[config.mk]
export PLATFORM = sky130hd
export DESIGN_NAME = pwm_led_periph
export DESIGN_NICKNAME = d
export VERILOG_FILES = /design/src/rtl/pwm_led_pkg.sv /design/src/rtl/pwm_channel.sv /design/src/rtl/pwm_led_periph.sv
export SDC_FILE = /design/constraint.sdc
export NUM_CORES = 1
export LEC_CHECK = 0
export ABC_CLOCK_PERIOD_IN_PS = 1880
export BUFFER_PORTS_ARGS = -buffer_cell sky130_fd_sc_hd__buf_2
export CORE_UTILIZATION = 50
export DETAILED_ROUTE_END_ITERATION = 8
export PLACE_DENSITY = 0.75
export SLEW_MARGIN = 20
export SYNTH_ARGS = -nofsm -noshare
export SYNTH_HDL_FRONTEND = slang
export SYNTH_HIERARCHICAL = 1
export SYNTH_SLANG_ARGS = --single-unit
[constraint.sdc]
create_clock -name clk -period 1.88 [get_ports clk]
set_clock_uncertainty 0.05 [all_clocks]
set_input_delay 0.282 -clock clk [delete_from_list [all_inputs] [get_ports clk]]
set_output_delay 0.282 -clock clk [all_outputs]
set_load 0.01 [all_outputs]
[src/rtl/pwm_led_pkg.sv]
// Shared register map, CTRL field positions and channel types for the PWM LED peripheral.
package pwm_led_pkg;

    localparam int NUM_CH = 4;
    localparam int DUTY_W = 8;

    localparam logic [4:0] OFF_DUTY_LED = 5'h00;
    localparam logic [4:0] OFF_DUTY_R   = 5'h04;
    localparam logic [4:0] OFF_DUTY_G   = 5'h08;
    localparam logic [4:0] OFF_DUTY_B   = 5'h0C;
    localparam logic [4:0] OFF_CTRL     = 5'h10;
    localparam logic [4:0] OFF_STATUS   = 5'h14;

    localparam int CTRL_EN_BIT      = 0;
    localparam int CTRL_BREATHE_BIT = 1;
    localparam int CTRL_PRESC_LSB   = 8;

    // Channel order: 0 = led, 1 = red, 2 = green, 3 = blue.
    typedef logic [NUM_CH-1:0][DUTY_W-1:0] duty_array_t;

    typedef enum logic [1:0] {
        ACC_BYTE = 2'd0,
        ACC_HALF = 2'd1,
        ACC_WORD = 2'd2,
        ACC_BAD  = 2'd3
    } access_size_t;

    function automatic access_size_t decode_size(input logic [2:0] f3);
        access_size_t size;
        case (f3[1:0])
            2'b00:   size = ACC_BYTE;
            2'b01:   size = ACC_HALF;
            2'b10:   size = ACC_WORD;
            default: size = ACC_BAD;
        endcase
        return size;
    endfunction

endpackage

[src/rtl/pwm_channel.sv]
// One PWM channel: glitch-free shadow duty, compare against the shared counter, registered output.
module pwm_channel
    import pwm_led_pkg::*;
#(
    parameter int W = 8
) (
    input  logic         clk,
    input  logic         reset,
    input  logic         en,
    input  logic         load,
    input  logic [W-1:0] load_value,
    input  logic [W-1:0] pwm_cnt,
    output logic         pwm_out
);

    logic [W-1:0] shadow_reg, shadow_next;
    logic         out_reg, out_next;

    // While disabled the shadow follows the live duty so enabling starts with it at once.
    always_comb begin
        shadow_next = shadow_reg;
        if (!en || load) begin
            shadow_next = load_value;
        end
        out_next = en && (pwm_cnt < shadow_reg);
    end

    always_ff @(posedge clk) begin
        if (reset) begin
            shadow_reg <= '0;
            out_reg    <= 1'b0;
        end else begin
            shadow_reg <= shadow_next;
            out_reg    <= out_next;
        end
    end

    assign pwm_out = out_reg;

endmodule

[src/rtl/pwm_led_periph.sv]
// Memory-mapped four-channel PWM LED peripheral on the core's dmem port.
// Define PWM_LED_BREATHE_EN to add the CTRL.BREATHE triangle-ramp dimming mode.
module pwm_led_periph
    import pwm_led_pkg::*;
#(
    parameter logic [31:0] BASE_ADDR     = 32'hFFFF_FFC0,
    parameter int          PWM_BITS      = 8,
    parameter int          PRESCALE_BITS = 8
) (
    input  logic        clk,
    input  logic        reset,
    input  logic        dmem_wren,
    input  logic [31:0] dmem_address,
    input  logic [31:0] dmem_data_in,
    input  logic [2:0]  funct3,
    output logic [31:0] dmem_data_out,
    output logic        led,
    output logic        red,
    output logic        green,
    output logic        blue
);

    logic                     in_window;
    logic                     wr_ok;
    logic [4:0]               reg_offset;

    duty_array_t              duty_reg, duty_next;
    logic                     en_reg, en_next;
    logic [PRESCALE_BITS-1:0] prescale_reg, prescale_next;
    logic [PRESCALE_BITS-1:0] presc_cnt_reg, presc_cnt_next;
    logic [PWM_BITS-1:0]      pwm_cnt_reg, pwm_cnt_next;
    logic                     tick;
    logic                     wrap;
    logic [31:0]              rdata_reg, rdata_next;
    logic [NUM_CH-1:0]        ch_out;

    // Access size is decoded for completeness; every size writes the same register fields.
    access_size_t             unused_access_size;
    logic                     unused_bits;

    assign unused_access_size = decode_size(funct3);
    assign unused_bits        = ^{dmem_data_in[31:16], unused_access_size};

    assign in_window  = (dmem_address[31:5] == BASE_ADDR[31:5]);
    assign wr_ok      = dmem_wren && in_window && (dmem_address[1:0] == 2'b00);
    assign reg_offset = {dmem_address[4:2], 2'b00};

`ifdef PWM_LED_BREATHE_EN
    logic                breathe_reg, breathe_next;
    logic                breathe_active;
    logic [PWM_BITS-1:0] ramp_reg, ramp_next;
    logic                ramp_down_reg, ramp_down_next;

    assign breathe_active = en_reg && breathe_reg;
`endif

    // Register writes
    always_comb begin
        duty_next     = duty_reg;
        en_next       = en_reg;
        prescale_next = prescale_reg;
`ifdef PWM_LED_BREATHE_EN
        breathe_next  = breathe_reg;
`endif
        if (wr_ok) begin
            case (reg_offset)
                OFF_DUTY_LED: duty_next[0] = dmem_data_in[DUTY_W-1:0];
                OFF_DUTY_R:   duty_next[1] = dmem_data_in[DUTY_W-1:0];
                OFF_DUTY_G:   duty_next[2] = dmem_data_in[DUTY_W-1:0];
                OFF_DUTY_B:   duty_next[3] = dmem_data_in[DUTY_W-1:0];
                OFF_CTRL: begin
                    en_next       = dmem_data_in[CTRL_EN_BIT];
                    prescale_next = dmem_data_in[CTRL_PRESC_LSB +: PRESCALE_BITS];
`ifdef PWM_LED_BREATHE_EN
                    breathe_next  = dmem_data_in[CTRL_BREATHE_BIT];
`endif
                end
                default: ;
            endcase
        end
    end

    // Prescaler and PWM counter; tick uses the PRESCALE in force this cycle.
    assign tick = en_reg && (presc_cnt_reg == prescale_reg);
    assign wrap = tick && (pwm_cnt_reg == {PWM_BITS{1'b1}});

    always_comb begin
        presc_cnt_next = presc_cnt_reg;
        pwm_cnt_next   = pwm_cnt_reg;
        if (!en_reg) begin
            presc_cnt_next = '0;
            pwm_cnt_next   = '0;
        end else if (tick) begin
            presc_cnt_next = '0;
            pwm_cnt_next   = pwm_cnt_reg + PWM_BITS'(1);
        end else begin
            presc_cnt_next = presc_cnt_reg + PRESCALE_BITS'(1);
        end
    end

`ifdef PWM_LED_BREATHE_EN
    // Triangle ramp stepping once per period: 0..255..0, turning at the ends.
    always_comb begin
        ramp_next      = ramp_reg;
        ramp_down_next = ramp_down_reg;
        if (!en_reg) begin
            ramp_next      = '0;
            ramp_down_next = 1'b0;
        end else if (breathe_active && wrap) begin
            if (!ramp_down_reg) begin
                if (ramp_reg == {PWM_BITS{1'b1}}) begin
                    ramp_next      = ramp_reg - PWM_BITS'(1);
                    ramp_down_next = 1'b1;
                end else begin
                    ramp_next = ramp_reg + PWM_BITS'(1);
                end
            end else begin
                if (ramp_reg == '0) begin
                    ramp_next      = PWM_BITS'(1);
                    ramp_down_next = 1'b0;
                end else begin
                    ramp_next = ramp_reg - PWM_BITS'(1);
                end
            end
        end
    end
`endif

    // Registered read data
    always_comb begin
        rdata_next = '0;
        if (in_window) begin
            case (reg_offset)
                OFF_DUTY_LED: rdata_next[DUTY_W-1:0] = duty_reg[0];
                OFF_DUTY_R:   rdata_next[DUTY_W-1:0] = duty_reg[1];
                OFF_DUTY_G:   rdata_next[DUTY_W-1:0] = duty_reg[2];
                OFF_DUTY_B:   rdata_next[DUTY_W-1:0] = duty_reg[3];
                OFF_CTRL: begin
                    rdata_next[CTRL_EN_BIT]                    = en_reg;
                    rdata_next[CTRL_PRESC_LSB +: PRESCALE_BITS] = prescale_reg;
`ifdef PWM_LED_BREATHE_EN
                    rdata_next[CTRL_BREATHE_BIT]               = breathe_reg;
`endif
                end
                OFF_STATUS:   rdata_next[PWM_BITS-1:0] = pwm_cnt_reg;
                default: ;
            endcase
        end
    end

    always_ff @(posedge clk) begin
        if (reset) begin
            duty_reg      <= '0;
            en_reg        <= 1'b0;
            prescale_reg  <= '0;
            presc_cnt_reg <= '0;
            pwm_cnt_reg   <= '0;
            rdata_reg     <= '0;
`ifdef PWM_LED_BREATHE_EN
            breathe_reg   <= 1'b0;
            ramp_reg      <= '0;
            ramp_down_reg <= 1'b0;
`endif
        end else begin
            duty_reg      <= duty_next;
            en_reg        <= en_next;
            prescale_reg  <= prescale_next;
            presc_cnt_reg <= presc_cnt_next;
            pwm_cnt_reg   <= pwm_cnt_next;
            rdata_reg     <= rdata_next;
`ifdef PWM_LED_BREATHE_EN
            breathe_reg   <= breathe_next;
            ramp_reg      <= ramp_next;
            ramp_down_reg <= ramp_down_next;
`endif
        end
    end

    // Channels; the shadow load at wrap sees the pre-write duty, so a same-cycle write lands next period.
    genvar gi;
    generate
        for (gi = 0; gi < NUM_CH; gi++) begin : g_ch
            logic [PWM_BITS-1:0] load_value;
`ifdef PWM_LED_BREATHE_EN
            logic [2*PWM_BITS-1:0] scaled;
            assign scaled     = {{PWM_BITS{1'b0}}, duty_reg[gi]} * {{PWM_BITS{1'b0}}, ramp_reg};
            assign load_value = breathe_active ? scaled[2*PWM_BITS-1:PWM_BITS] : duty_reg[gi];
`else
            assign load_value = duty_reg[gi];
`endif
            pwm_channel #(
                .W(PWM_BITS)
            ) u_channel (
                .clk       (clk),
                .reset     (reset),
                .en        (en_reg),
                .load      (wrap),
                .load_value(load_value),
                .pwm_cnt   (pwm_cnt_reg),
                .pwm_out   (ch_out[gi])
            );
        end
    endgenerate

    assign dmem_data_out = rdata_reg;
    assign led           = ch_out[0];
    assign red           = ch_out[1];
    assign green         = ch_out[2];
    assign blue          = ch_out[3];

endmodule

Word-level counts from Yosys, hierarchy flattened

Cells that the tools add are included.

Eq/ne operators: 8
Mux-type cells: 2
Magnitude comparators: 4
Add/subtract/negate cells: 2
Reduce and logical (&&, ||, !) cells: 21
Bitwise operators: 3

Operators with widths:

| operator                                                        | count |
|---|---|
| 7-bit one-hot mux with 5 select lines                           | 1 |
| 8-bit less-than comparator                                      | 4 |
| 27-bit == test, second input constant                           | 1 |
| 8-bit by 1-bit adder with 8-bit output, second input constant   | 2 |
| 2-bit AND reduction                                             | 5 |
| 8-bit == test                                                   | 1 |
| 8-bit == test, second input constant                            | 1 |
| 1-bit logical AND                                               | 8 |
| 3-bit by 2-bit == test with 1-bit output, second input constant | 2 |
| 3-bit == test, second input constant                            | 2 |
| 1-bit one-hot mux with 6 select lines                           | 1 |
| 3-bit OR reduction                                              | 2 |
| 5-bit zero test                                                 | 1 |
| 2-bit OR reduction                                              | 2 |
| 3-bit by 1-bit == test with 1-bit output, second input constant | 1 |
| 1-bit NOT                                                       | 3 |
| 2-bit zero test                                                 | 1 |
| 1-bit zero test                                                 | 1 |
| 1-bit logical OR                                                | 1 |

Output and inout bits: 36
Register bits: 125
Bits of input ports: 70
Logic and storage cells: 59

Logic depth before layout (Yosys ltp)

Depth in word-level cells: 4
Depth in mapped cells: 10
Depth with buffers taken out: 8

Cells and area by module

The synthesis kept the hierarchy.

Modules (own cells, without submodules):

| module         | area an instance (sq um) | instances | cells each |
|---|---|---|---|
| pwm_led_periph | 3355.7                   | 1         | 351 |
| pwm_channel    | 486.7                    | 4         | 60 |

Least setup slack after synthesis

OpenSTA, ideal clock, no wires.

Path kind: register to register
From: register presc_cnt_reg[0]
To: register g_ch[0].u_channel.shadow_reg[1]
Stages on the path, launching flop included: 11
Setup slack: -0.120 ns
Arrival time: 1.824 ns
Buffers on the path: 2
Cells stage by stage: dfxtp_1 > xnor2_1 > and4_1 > nand2_1 > nor4_1 > nand2b_1 > clkbuf_2 > buf_6 > nor2_1 > a21oi_1 > nor2_1

Longest elaborated chain between the ends: 4

Ends and longest elaborated chain:

| item                   | line                  | text |
|---|---|---|
| from (decl)            | pwm_led_periph.sv:30  | `logic [PRESCALE_BITS-1:0] presc_cnt_reg, presc_cnt_next;` |
| from (signal assigned) | pwm_led_periph.sv:168 | `presc_cnt_reg <= presc_cnt_next;` |
| 8-bit == test          | pwm_led_periph.sv:84  | `assign tick = en_reg && (presc_cnt_reg == prescale_reg);` |
| 1-bit logical AND      | pwm_led_periph.sv:84  |  |
| 1-bit logical AND      | pwm_led_periph.sv:85  | `assign wrap = tick && (pwm_cnt_reg == {PWM_BITS{1'b1}});` |
| via wrap               | pwm_led_periph.sv:33  | `logic wrap;` |
| 1-bit logical OR       | pwm_channel.sv:22     | `if (!en \|\| load) begin` |
| to (signal assigned)   | pwm_channel.sv:33     | `shadow_reg <= shadow_next;` |
| to (decl)              | pwm_channel.sv:16     | `logic [W-1:0] shadow_reg, shadow_next;` |

The timed path passes the listed nets, and every way through them passes these cells.
A chain may end at the register's enable or synchronous reset.

Worst setup path after layout

From: register prescale_reg[2]
To: register g_ch[2].u_channel.shadow_reg[5]

Longest elaborated chain between the ends: 4

Ends and longest elaborated chain:

| item                   | line                  | text |
|---|---|---|
| from (decl)            | pwm_led_periph.sv:29  | `logic [PRESCALE_BITS-1:0] prescale_reg, prescale_next;` |
| from (signal assigned) | pwm_led_periph.sv:167 | `prescale_reg <= prescale_next;` |
| 8-bit == test          | pwm_led_periph.sv:84  |  |
| 1-bit logical AND      | pwm_led_periph.sv:84  |  |
| 1-bit logical AND      | pwm_led_periph.sv:85  |  |
| via wrap               | pwm_led_periph.sv:33  |  |
| 1-bit logical OR       | pwm_channel.sv:22     |  |
| to (signal assigned)   | pwm_channel.sv:33     |  |
| to (decl)              | pwm_channel.sv:16     |  |

The timed path passes the listed nets, and every way through them passes these cells.

==> results.json <==
{
  "crit_path_start_kind": "register",
  "yosysTopAreaCell": "dfxtp_1",
  "num_antenna_cells": 0,
  "grt_pass1_vias": 4376,
  "holdPathStages": 3,
  "grt_max_degree": 27,
  "ys_top_cells_by_count": "dfxtp_1 (109), nor2_1 (87), nand2_1 (74)",
  "cts_made_buffers": 9,
  "rr_endpoint": "g_ch[2].u_channel/shadow_reg[5]",
  "hold_end": "prescale_reg[2]",
  "min_path_type": "input port to register",
  "status": "complete, but fails checks",
  "ys_warn_count": 6,
  "gp_congestion": 0.8886,
  "worstHoldStart": "dmem_data_in[10]",
  "finalNonFillerCells": 834,
  "synth_top_area_share_pct": 41.15,
  "clk_latency_ns": 0.38,
  "critPathLaunch": "prescale_reg[2]",
  "cp.arrival_ns": 2.20,
  "port_buffers": 70,
  "maxCapViolCount": 0,
  "holdWs_ns": 0.06782,
  "hold_viol": 0,
  "violations": "negative setup slack",
  "ys_types": 48,
  "drc": 0,
  "timing.final.crit_share_pct": 102.4,
  "period_minus_slack_ns": 1.926,
  "clockBufferDepth": 2,
  "routed_wl_mm": 13.67,
  "ios": 106,
  "dieArea_um2": 11020,
  "drtIter0Drc": 281,
  "tns_ns": -0.1582,
  "fp.coreArea_um2": 10320,
  "worst-r2r-cell-count": 10,
  "place_area_um2": 6001,
  "setup_viol": 7,
  "power_density_nw_per_um2": 621.8,
  "required_ns": 2.15,
  "synth.most_common_cell": "dfxtp_1",
  "post_drt_wl_per_cell_um": 16.40,
  "synth_edf_count": 0,
  "drive_above_1_share_pct": 27.08,
  "dp.cells": 813,
  "synthesis.area_um2": 5303,
  "cts_sinks": 109,
  "core.rowCount": 37,
  "h-tree-depth": 3,
  "clk_pin_slew_ns": 0.10,
  "die_y_um": 105.0,
  "via_count": 4528,
  "fin_ws_ns": -0.04586,
  "die_w_um": 105.0,
  "crit-reg2reg-launch": "prescale_reg[2]",
  "yosys-top-cells-area": "dfxtp_1 (41%), mux2i_1 (9.8%), ha_1 (7.1%), nor2_1 (6.2%), nand2_1 (5.2%)",
  "grt.overflow.total": 0,
  "pre_cts_slack_ns": -0.01098,
  "grt_setup_unrepaired": "true",
  "hold_buffers": 0,
  "max_clock_freq_mhz": 519.2,
  "grt_pass1_wl_mm": 21.27,
  "end_kind": "register",
  "ir_worst_vdd_v": 0.0004944,
  "dr.pass1.iters": 5,
  "cp_max_fo": 6,
  "leakage_nw": 2.832,
  "syn-mean-instance-area_um2": 8.972,
  "ys_seq_elements": 109,
  "syn_to_final_growth_pct": 20.91,
  "cts_tree": "built",
  "async_flop_share_pct": 0,
  "dp_hpwl_mm": 9.776,
  "r2r_slack_ns": -0.05,
  "syn_inst": 591,
  "ant_nets": 0,
  "via_per_inst": 5.429,
  "ys_seq_area_share_pct": 41.15,
  "start_util_pct": 51.36,
  "synth_ff_type": "dfxtp_1",
  "globalRouteTotalUtil_pct": 24.97,
  "antenna_found_initial": 0,
  "design_area_um2": 6411,
  "cts_root_buffer": "clkbuf_8",
  "worstSetupPathType": "register to register",
  "maxSlewViolCount": 0,
  "nNetsFinal": 793
}
## worst max-delay path by stage
stage / end / slack (ns) / cells past startpoint
2_1_floorplan: g_ch[0].u_channel/shadow_reg[1] / 0.03 / 9
3_3_place_gp: g_ch[3].u_channel/shadow_reg[0] / 0.03 / 9
3_5_place_dp: g_ch[3].u_channel/shadow_reg[0] / -0.01 / 9
4_1_cts: g_ch[3].u_channel/shadow_reg[0] / 0.008 / 9
5_1_grt: g_ch[2].u_channel/shadow_reg[6] / -0.11 / 10
6_report: g_ch[2].u_channel/shadow_reg[5] / -0.05 / 10
## stage by stage
stage | total power (W) | utilization (%)
after floorplan | 0.002480 | -
after global placement | 0.002536 | 58.13
after detailed placement | 0.002540 | 58.13
after CTS | 0.004012 | 60.55
after global routing | 0.004111 | 62.10
final | 0.003986 | 62.10
## routing by layer
metal,vias to the layer above,GRT usage (%),wire (µm)
met5,-,0,0
met4,0,9.759,380
met3,29,5.864,867
met2,156,40.82,6439
met1,2147,31.80,5987
li1,2196,-,-
## cell type report
cell class	instances	area [µm²]
flip-flops and latches	109	2200
clock inverters	6	71.32
repair buffers	122	785.8
inverters	30	112.6
well taps	136	170.2
clock buffers	10	137.6
fillers	837	3913
multi-input cells	421	2934
## power breakdown
group	internal [W]	switching [W]	total, W
Combinational	0.0000698	0.000111	0.000181
Sequential	0.00231	0.000000000000200	0.00231
Clock	0.000664	0.000836	0.00150
## placed cells by master, fill, tap and decap left out, types with 6 or more instances in the layout
master and count:
nor2_1 83, nand3_1 14, dfxtp_1 97, a211oi_1 8, nand4_1 7, mux2i_1 52
buf_4 46, a22oi_1 6, ha_1 30, nand2_1 73, mux2_2 6, xnor2_2 7
buf_2 70, clkbuf_8 10, inv_1 30, a21oi_1 30, dfxtp_2 11, conb_1 16
## critical path, cell delays in order (launching register included)
cell and delay (ns):
dfxtp_2 0.37, xnor2_2 0.21, and4_4 0.27, nand2_4 0.05, nor4_2 0.13, buf_4 0.20
nand2b_4 0.16, clkbuf_16 0.16, buf_6 0.09, a21oi_2 0.04, nor2_1 0.13
## cell families (layout without fill, tap and decap cells)
logic type                 after synthesis  after routing  share of synthesized area [%]
xor gates and xnor gates                14             14                          2.312
DFF                                    109            109                          41.15
and+or+nand+nor                        221            221                          20.08
AOI/OAI and AO/OA                       79             79                          9.627
other                                    1             16                        0.07072
adders and majority gates               30             30                          7.079
muxes                                   61             61                          12.36
buffers and inverters                   76            168                          7.315
## repair_timing
item,CTS,global route
gates cloned,0,1
pin swaps,7,15
gates resized for setup,10,34
setup buffers,1,5
endpoints found under the setup margin,24,44
Note: power is estimated with default switching activity, not from simulation.
